$ cat src/rtl/cpu_pkg.sv
// Shared core package: arbiter state encodings
// and default memory-port widths.
package cpu_pkg;

  localparam int DEF_ADDR_W = 32;
  localparam int DEF_DATA_W = 32;

  typedef enum logic [1:0] {
    ARB_IDLE     = 2'd0,
    ARB_CPU_OWN  = 2'd1,
    ARB_DBG_OWN  = 2'd2,
    ARB_DBG_LOCK = 2'd3
  } arb_state_e;

endpackage

$ cat src/rtl/arb_starve_counter.sv
// Saturating count of consecutive denied debug
// cycles; at_max_o hands the next tie to debug.
module arb_starve_counter #(
  parameter int MAX = 4
) (
  input  logic clk,
  input  logic rst_n,
  input  logic clr_i,
  input  logic inc_i,
  output logic at_max_o
);

  localparam logic [7:0] MAX_C = 8'(MAX);

  logic [7:0] cnt_q;
  logic [7:0] cnt_d;

  // clear wins over increment; hold at MAX
  always_comb begin
    cnt_d = cnt_q;
    if (clr_i) begin
      cnt_d = '0;
    end else if (inc_i && cnt_q != MAX_C) begin
      cnt_d = cnt_q + 8'd1;
    end
  end

  // count register
  always_ff @(posedge clk or negedge rst_n) begin
    if (!rst_n) begin
      cnt_q <= '0;
    end else begin
      cnt_q <= cnt_d;
    end
  end

  assign at_max_o = (cnt_q == MAX_C);

endmodule

$ cat src/rtl/dmem_arbiter.sv
// Data-memory arbiter between the CPU load/store
// port and the debug/loader port.
module dmem_arbiter
  import cpu_pkg::*;
#(
  parameter int ADDR_W     = DEF_ADDR_W,
  parameter int DATA_W     = DEF_DATA_W,
  parameter int STARVE_MAX = 4
) (
  input  logic              clk,
  input  logic              reset,
  input  logic              cpu_req,
  input  logic              cpu_we,
  input  logic [ADDR_W-1:0] cpu_addr,
  input  logic [DATA_W-1:0] cpu_wdata,
  output logic [DATA_W-1:0] cpu_rdata,
  output logic              cpu_stall,
  input  logic              dbg_req,
  input  logic              dbg_we,
  input  logic              dbg_lock,
  input  logic [ADDR_W-1:0] dbg_addr,
  input  logic [DATA_W-1:0] dbg_wdata,
  output logic              dbg_gnt,
  output logic [DATA_W-1:0] dbg_rdata,
  output logic              mem_we,
  output logic [ADDR_W-1:0] mem_addr,
  output logic [DATA_W-1:0] mem_wdata,
  input  logic [DATA_W-1:0] mem_rdata
);

  arb_state_e state_q;
  arb_state_e state_d;

  logic locked;
  logic both;
  logic at_max;
  logic cpu_win;
  logic dbg_win;
  logic cpu_g;
  logic dbg_g;

  assign locked = (state_q == ARB_DBG_LOCK);
  assign both   = cpu_req & dbg_req;

  // grant decision from state and requests
  always_comb begin
    cpu_win = 1'b0;
    dbg_win = 1'b0;
    unique case (1'b1)
      locked: begin
        dbg_win = dbg_req;
      end
      !locked && both: begin
        dbg_win = at_max;
        cpu_win = !at_max;
      end
      !locked && !both: begin
        dbg_win = dbg_req;
        cpu_win = cpu_req;
      end
      default: ;
    endcase
  end

  // reset low blocks every grant and write
  assign cpu_g = cpu_win & reset;
  assign dbg_g = dbg_win & reset;

  // next-state: ownership tracking and lock
  always_comb begin
    state_d = ARB_IDLE;
    if (locked) begin
      state_d = dbg_lock ? ARB_DBG_LOCK
                         : ARB_IDLE;
    end else if (dbg_win) begin
      state_d = dbg_lock ? ARB_DBG_LOCK
                         : ARB_DBG_OWN;
    end else if (cpu_win) begin
      state_d = ARB_CPU_OWN;
    end
  end

  // state register; reset drops any lock
  always_ff @(posedge clk or negedge reset) begin
    if (!reset) begin
      state_q <= ARB_IDLE;
    end else begin
      state_q <= state_d;
    end
  end

  arb_starve_counter #(
    .MAX(STARVE_MAX)
  ) u_starve (
    .clk     (clk),
    .rst_n   (reset),
    .clr_i   (dbg_g | !dbg_req),
    .inc_i   (dbg_req & !dbg_g),
    .at_max_o(at_max)
  );

  assign cpu_stall = cpu_req & !cpu_g & reset;
  assign dbg_gnt   = dbg_g;

  // memory and read-data muxes from the winner
  always_comb begin
    mem_we    = 1'b0;
    mem_addr  = '0;
    mem_wdata = '0;
    cpu_rdata = '0;
    dbg_rdata = '0;
    if (dbg_g) begin
      mem_we    = dbg_we;
      mem_addr  = dbg_addr;
      mem_wdata = dbg_wdata;
      dbg_rdata = mem_rdata;
    end else if (cpu_g) begin
      mem_we    = cpu_we;
      mem_addr  = cpu_addr;
      mem_wdata = cpu_wdata;
      cpu_rdata = mem_rdata;
    end
  end

endmodule

$ cat config.mk
export PLATFORM = sky130hd
export DESIGN_NAME = dmem_arbiter
export DESIGN_NICKNAME = d
export VERILOG_FILES = /design/src/rtl/cpu_pkg.sv /design/src/rtl/arb_starve_counter.sv /design/src/rtl/dmem_arbiter.sv
export SDC_FILE = /design/constraint.sdc
export NUM_CORES = 1
export LEC_CHECK = 0
export ABC_AREA = 1
export CAP_MARGIN = 5
export CORE_AREA = 2 2 115 117
export CTS_BUF_LIST = sky130_fd_sc_hd__clkbuf_4
export CTS_CLUSTER_DIAMETER = 150
export DETAILED_ROUTE_END_ITERATION = 16
export DIE_AREA = 0 0 117 119
export SYNTH_ARGS = -nofsm -noshare
export SYNTH_HDL_FRONTEND = slang
export SYNTH_SLANG_ARGS = --single-unit
$ cat constraint.sdc
create_clock -name clk -period 4.15 [get_ports clk]
set_input_delay 1.0375 -clock clk [delete_from_list [all_inputs] [get_ports clk]]
set_output_delay 1.0375 -clock clk [all_outputs]
set_load 0.1 [all_outputs]
==> results of run 1 <==
## worst reg2reg max path: cells and delay by family (launching register included)
family | cells | cell delay, ns
AND/OR/NAND/NOR | 6 | 0.61
flip-flops | 1 | 0.42
buffers and inverters | 2 | 0.35
adder cells (fa/ha/maj) | 1 | 0.20
## cells by family (layout without fill, tap and decap cells)
logic type	count (synthesis)	count (layout)
AO/OA/AOI/OAI	4	4
adder cells (fa/ha/maj)	2	2
XOR/XNOR	4	4
buffers and inverters	95	359
AND/OR/NAND/NOR	304	304
flip-flops	10	10
## routing by layer
metal  part of all wire (%)  routed length [µm]
met5                      0                   0
met4                    2.0                 268
met3                    9.9                1307
met2                     51                6752
met1                     37                4815
## placed cells by master, fill, tap and decap left out, drive strengths merged, types with 2 or more instances in the layout
cell	count
buf	146
o21ai	3
nand3	8
inv	45
xor2	3
dfrtp	10
nand2	82
clkbuf	3
nand4	133
nor2	79
clkdlybuf4s50	164
ha	2
## final timing paths
path                            slack [ns]                end  cells past startpoint               from
worst max register to register        2.48         state_q[0]                      9  u_starve.cnt_q[0]
worst min register to register        0.58         state_q[1]                      3         state_q[0]
worst max-delay path                  0.34       dbg_rdata[9]                      8            cpu_req
min in group asynchronous             0.81  u_starve.cnt_q[6]                      2              reset
worst min-delay path                  0.58         state_q[1]                      3         state_q[0]
max in group asynchronous             3.09  u_starve.cnt_q[1]                      2              reset
## cell usage after synthesis (all sizes together), types with 2 or more instances
| master | number | area, µm² |
|---|---|---|
| nand4 | 133 | 832.1 |
| nand2 | 82 | 310.3 |
| inv | 45 | 168.9 |
| dfrtp | 10 | 250.2 |
| nor2 | 79 | 306.5 |
| xor2 | 3 | 26.28 |
| nand3 | 8 | 50.05 |
| o21ai | 3 | 18.77 |
| buf | 29 | 197.7 |
| ha | 2 | 25.02 |
| clkbuf | 21 | 78.83 |
## area by class of cell
| type | count | area [µm²] |
|---|---|---|
| Fill cell | 1206 | 6196 |
| Tap cell | 176 | 220.2 |
| Clock inverter | 1 | 3.754 |
| Timing Repair Buffer | 310 | 4399 |
| Clock buffer | 3 | 22.52 |
| Sequential cell | 10 | 250.2 |
| Multi-Input combinational cell | 314 | 1614 |
| Inverter | 45 | 168.9 |
## state kept, by name, summed over array words and instances (netlist names)
name	flops
state_q	2
u_starve.cnt_q	8
## metrics by stage
stage / util, % / area [µm²] / power, mW / hold WS [ns] / setup slack [ns]
2_1_floorplan: - / 2297 / 1.146 / 0.5297 / 0.1044
3_3_place_gp: 51.67 / 6653 / 1.836 / 0.5451 / 0.3396
3_5_place_dp: 51.67 / 6653 / 1.849 / 0.5698 / 0.2922
4_1_cts: 51.88 / 6679 / 1.919 / 0.5788 / 0.2918
5_1_grt: 51.88 / 6679 / 1.979 / 0.6196 / 0.1919
6_report: 51.88 / 6679 / 1.907 / 0.5776 / 0.3353
## power groups by stage
stage | clock network [mW] | logic (mW) | registers, mW
finish | 0.0676 | 1.73 | 0.109
global route | 0.0758 | 1.79 | 0.110
CTS | 0.0693 | 1.74 | 0.109
detailed placement | 0 | 1.74 | 0.111
global placement | 0 | 1.73 | 0.111
floorplan | 0 | 1.04 | 0.110
==> metrics, run 1 <==
status=finished, final reports clean; min Tclk post-route=3.815 ns; Area growth syn-to-layout=190.7%; Placer Congestion=0.8412; crit start category=primary input; initial antenna violation count=1; full die area=13920 µm²; Synth Area in Adders=1.089%; PD cells=285.5 nW/µm²; CP Buf/Inv Count=4; DR pass1 iterations=4; first-pass GRT wire length=20.12 mm; Inst Count DP=855; antenna cells=0; final hold violations=0; crit path DAT=2.78 ns; number of flops mapped to enable cells by yosys=0; cell family with most CP delay=buffers and inverters; die height=119 µm; Initial Util=17.84%; Via density=4.693; DRC=0; Synth Area in Compound Gates=1.307%; vias in the first global route=3936; input/output buffers=297; CTS tree=yes; crit-path cells=clkdlybuf4s50_1, nand3_1, inv_1, o21ai_4, nand3_1, buf_4, nor2_1, buf_12; met2 Use GR=32.66%; syn avg cell area=5.483 µm²; Crit Path Class=in2out; slowest cell on the critical path=clkdlybuf4s50_1; share of post-route cells with drive strength above 1=22.99%; CP Max Fanout=33; Die Wd=117 µm; Routed Antenna Nets=0; clock tree sinks=10; area of the core=12870 µm²; synthesized area=2297 µm²; hold buffers post-CTS=0; row count=42; final setup vio count=0; CTS root buf=clkbuf_4; Switching Power=1.154 mW; Hold WC Path Type=reg2reg; Max-slew headroom=61.42%; Cell Count, Final, Fillers Out=859; Overall Global Routing Usage=17.91%; count of state elements after synthesis=10; Net Count, Synth=588; number of CTS-inserted buffers=3; Synth Instances=419; number of max-cap violations=0; part of the cycle the worst path needs=91.92%; Most used DFF post-synth=dfrtp_1; Crit. End Element=output pin; Clock Skew=0.01105 ns; final net count=853; Initial DRC Count=249; unrepaired setup endpoints after global routing=no; maximum number of pins on one net before global-route repair=81; Worst EP required=3.11 ns; routed length per instance=15.30 µm; ys async rst share=100.0%; VDD IR max=0.1860 mV; GRT Max-Usage Layer=met2; Post-CTS Setup Bufs=0; global route total overflow=0; Tightest Pin Transition=0.5786 ns; Clock Latency Late Sink=0.27 ns; post-synthesis xor/xnor area fraction=1.525%; Synth Area in Simple Gates=65.80%; M1 GR Usage=20.16%; maximum clock path buffer count=2; YS warnings=0; H-tree levels=1; multiplexer share of the synthesized area=0%; Resize count post-CTS=0; switching part of the total=60.54%; clock group share of total power=3.5%; Vias=4031; most frequent cell on the critical path=nand3_1; CP max stage delay=0.44 ns; largest family of logic cells by synthesized area=simple AND/OR/NAND/NOR gates; Seq pwr share=5.7%; LEAKAGE=3.001 nW; met3 Resource Use GR=4.987%; P_int=0.7524 mW; I/O Pins=298; Slew Viols, Final=0; library cells used by synthesis=23; setup TNS=0 ns; Worst-path clk slew=0.07 ns; Post-DP HPWL=10.80 mm; WL final=13.14 mm; Logic pwr share=90.7%; Max Fclk=0.2621 GHz; Seq/Total Area, Yosys=10.89%
(Power assumes the default switching activity.)
==> run 2: changes to the inputs <==
--- a/config.mk
+++ b/config.mk
@@ -5,7 +5,6 @@
 export SDC_FILE = /design/constraint.sdc
 export NUM_CORES = 1
 export LEC_CHECK = 0
-export ABC_AREA = 1
 export CAP_MARGIN = 5
 export CORE_AREA = 2 2 115 117
 export CTS_BUF_LIST = sky130_fd_sc_hd__clkbuf_4
==> run 2 against run 1 <==
Register-to-register slack worse by 0.34 ns; die area unchanged; first-iteration DRC count down 28%; setup slack worse by 0.11 ns; sequential cell count unchanged; synthesized cell count down 46%; cell area down 5.1%.
==> metrics, run 2 <==
status=finished, final reports clean; input/output buffers=297 (unchanged); fill cell count=1158 (-4.0%); Finished Core Util=49.23% (-2.6 points); vias in the first global route=3168 (-20%); Switching Power=0.8299 mW (-28%); commonest non-fill, non-tap cell in the layout=clkdlybuf4s50_1; Via density=4.626 (-1.4%); Overall Global Routing Usage=16.74% (-1.2 points); Clock Latency Late Sink=0.26 ns (about the same); fin worst setup slack=0.2221 ns (-0.1132 ns); share of post-route cells with drive strength above 1=29.54% (+6.6 points); first-pass GRT wire length=18.36 mm (-8.7%); DR pass1 iterations=4 (unchanged); Initial Util=14.24% (-3.6 points); number of flops mapped to enable cells by yosys=0 (unchanged); VDD IR max=0.1027 mV (-45%); CTS root buf=clkbuf_4; Hold WC Path Type=reg2reg; storage element area=250.2 µm² (unchanged); number of max-cap violations=0 (unchanged); final setup vio count=0 (unchanged); biggest regs=u_starve.cnt_q x8, state_q x2; Max-slew headroom=53.80% (-7.6 points); Resize count post-CTS=0 (unchanged); multi-input logic area=1400 µm² (-13%); synthesized area=1833 µm² (-20%); YS warnings=0 (unchanged); Post-CTS Setup Bufs=0 (unchanged); setup TNS=0 ns (unchanged); crit path DAT=2.89 ns (+0.11 ns); switching part of the total=56.19% (-4.4 points); Crit Path Class=in2out; initial antenna violation count=1 (unchanged); synth top area cells=a32o_1 36%, dfrtp_1 14%, and2_1 11%; maximum number of pins on one net before global-route repair=61 (-25%); antenna cells=0 (unchanged); final hold violations=0 (unchanged); most frequent cell on the critical path=buf_12; Post-DP HPWL=10.24 mm (-5.2%); maximum clock path buffer count=2 (unchanged); Seq/Total Area, Yosys=13.65% (+2.8 points); crit-path cells=clkdlybuf4s50_1, or4bb_1, o211a_4, buf_12, a32o_1, buf_12; global route total overflow=0 (unchanged); area of the core=12870 µm² (unchanged); Net Count, Synth=394 (-33%); CP max stage delay=0.47 ns (+0.03 ns); crit start category=primary input; Seq pwr share=7.3% (+1.6 points); Most used DFF post-synth=dfrtp_1; Crit. End Element=output pin; Synth top area share=36.04% (-0.18 points); routed length per instance=18.78 µm (+23%); largest register by flop count=u_starve.cnt_q; most frequent cells after synthesis=66 x a32o_1, 33 x and2_1, 33 x and3_1; Worst EP required=3.11 ns (about the same); min Tclk post-route=3.928 ns (+0.1132 ns); number of CTS-inserted buffers=3 (unchanged); most frequent cells in the layout=166 x clkdlybuf4s50_1, 137 x buf_12, 66 x a32o_1; Final Power=1.477 mW (-23%); full die area=13920 µm² (unchanged); LEAKAGE=2.497 nW (-17%); Inst Count DP=674 (-21%); CTS tree=yes; most numerous cell in the Yosys netlist=a32o_1; slowest cell on the critical path=clkdlybuf4s50_1; hold buffers post-CTS=0 (unchanged); library cells used by synthesis=31 (+35%); number of flip-flops in the largest register=8 (unchanged); ys async rst share=100.0% (unchanged); Placer Congestion=0.8639 (+2.7%); PD cells=233.0 nW/µm² (-18%); Max Fclk=0.2546 GHz (-2.9%); clock tree sinks=10 (unchanged); unrepaired setup endpoints after global routing=no; Die Wd=117 µm (unchanged); final net count=672 (-21%); dpl ws=0.2299 ns (-0.06236 ns); cell taking the most area after synthesis=a32o_1; Slew Viols, Final=0 (unchanged); I/O Pins=298 (unchanged); clock group share of total power=4.3% (+0.8 points); DRC=0 (unchanged); CP Max Fanout=40 (+21%); Worst-path clk slew=0.06 ns (about the same); Clock Skew=0.006836 ns (-0.004210 ns); Cell Count, Final, Fillers Out=677 (-21%); WL final=12.72 mm (-3.3%); Synth Instances=225 (-46%); Vias=3132 (-22%); Initial DRC Count=180 (-28%); row count=42 (unchanged); syn avg cell area=8.147 µm² (+49%); Tightest Pin Transition=0.6834 ns (+0.1048 ns); P_int=0.6471 mW (-14%); die height=119 µm (unchanged); Routed Antenna Nets=0 (unchanged); count of state elements after synthesis=10 (unchanged); Area growth syn-to-layout=245.8%; part of the cycle the worst path needs=94.65% (+2.7 points); Logic pwr share=88.5% (-2.2 points); H-tree levels=1 (unchanged)
-- run 2: metrics by stage --
step,area (µm²),hold slack [ns]
floorplan,1833,0.4979
global placement,6316,0.5169
detailed placement,6316,0.5436
CTS,6339,0.5531
global route,6339,0.5817
finish,6339,0.5387
-- run 2: cell families after synthesis --
family,count (synthesis),synth area share [%]
AOI/OAI and AO/OA,87,43.21
and+or+nand+nor,86,29.35
buffers and inverters,38,11.40
DFF,10,13.65
adders and majority gates,2,1.365
xor gates and xnor gates,1,0.4779
muxes,1,0.5461
-- run 2: power by group through the flow --
stage               Combinational (mW)  Sequential (mW)  Clock [mW]
finish                            1.31            0.107      0.0631
global placement                  1.31            0.109           0
floorplan                        0.736            0.108           0
CTS                               1.31            0.107      0.0650
global route                      1.34            0.109      0.0712
detailed placement                1.31            0.109           0
-- run 2: final cells by class --
| class | count | share of cell area (%) |
|---|---|---|
| clock buffers | 3 | 0.3553 |
| inverters | 5 | 0.2961 |
| multi-input cells | 177 | 22.09 |
| flip-flops and latches | 10 | 3.948 |
| well taps | 176 | 3.474 |
| repair buffers | 306 | 69.84 |
-- run 2: critical path, delay by kind of cell --
| kind | cells | cell delay (ns) |
|---|---|---|
| AO/OA/AOI/OAI | 2 | 0.56 |
| buffers and inverters | 3 | 0.83 |
| AND/OR/NAND/NOR | 1 | 0.44 |
-- run 2: metal layers --
| layer | vias up | track usage, % | part of all wire, % |
|---|---|---|---|
| li1 | 1477 | - | - |
| met5 | - | 0 | 0 |
| met1 | 1501 | 20.43 | 40 |
| met2 | 150 | 30.20 | 50 |
| met3 | 4 | 4.733 | 9.6 |
| met4 | 0 | 1.103 | 0.64 |
-- run 2: worst paths after layout --
path | from | endpoint | slack, ns | depth (start not counted)
worst max-delay path | dbg_req | mem_wdata[0] | 0.22 | 6
worst min-delay path | u_starve.cnt_q[0] | u_starve.cnt_q[0] | 0.54 | 1
worst max register to register | u_starve.cnt_q[0] | u_starve.cnt_q[2] | 2.14 | 5
worst min register to register | u_starve.cnt_q[0] | u_starve.cnt_q[0] | 0.54 | 1
max in group asynchronous | reset | u_starve.cnt_q[1] | 2.81 | 2
min in group asynchronous | reset | u_starve.cnt_q[3] | 1.18 | 2
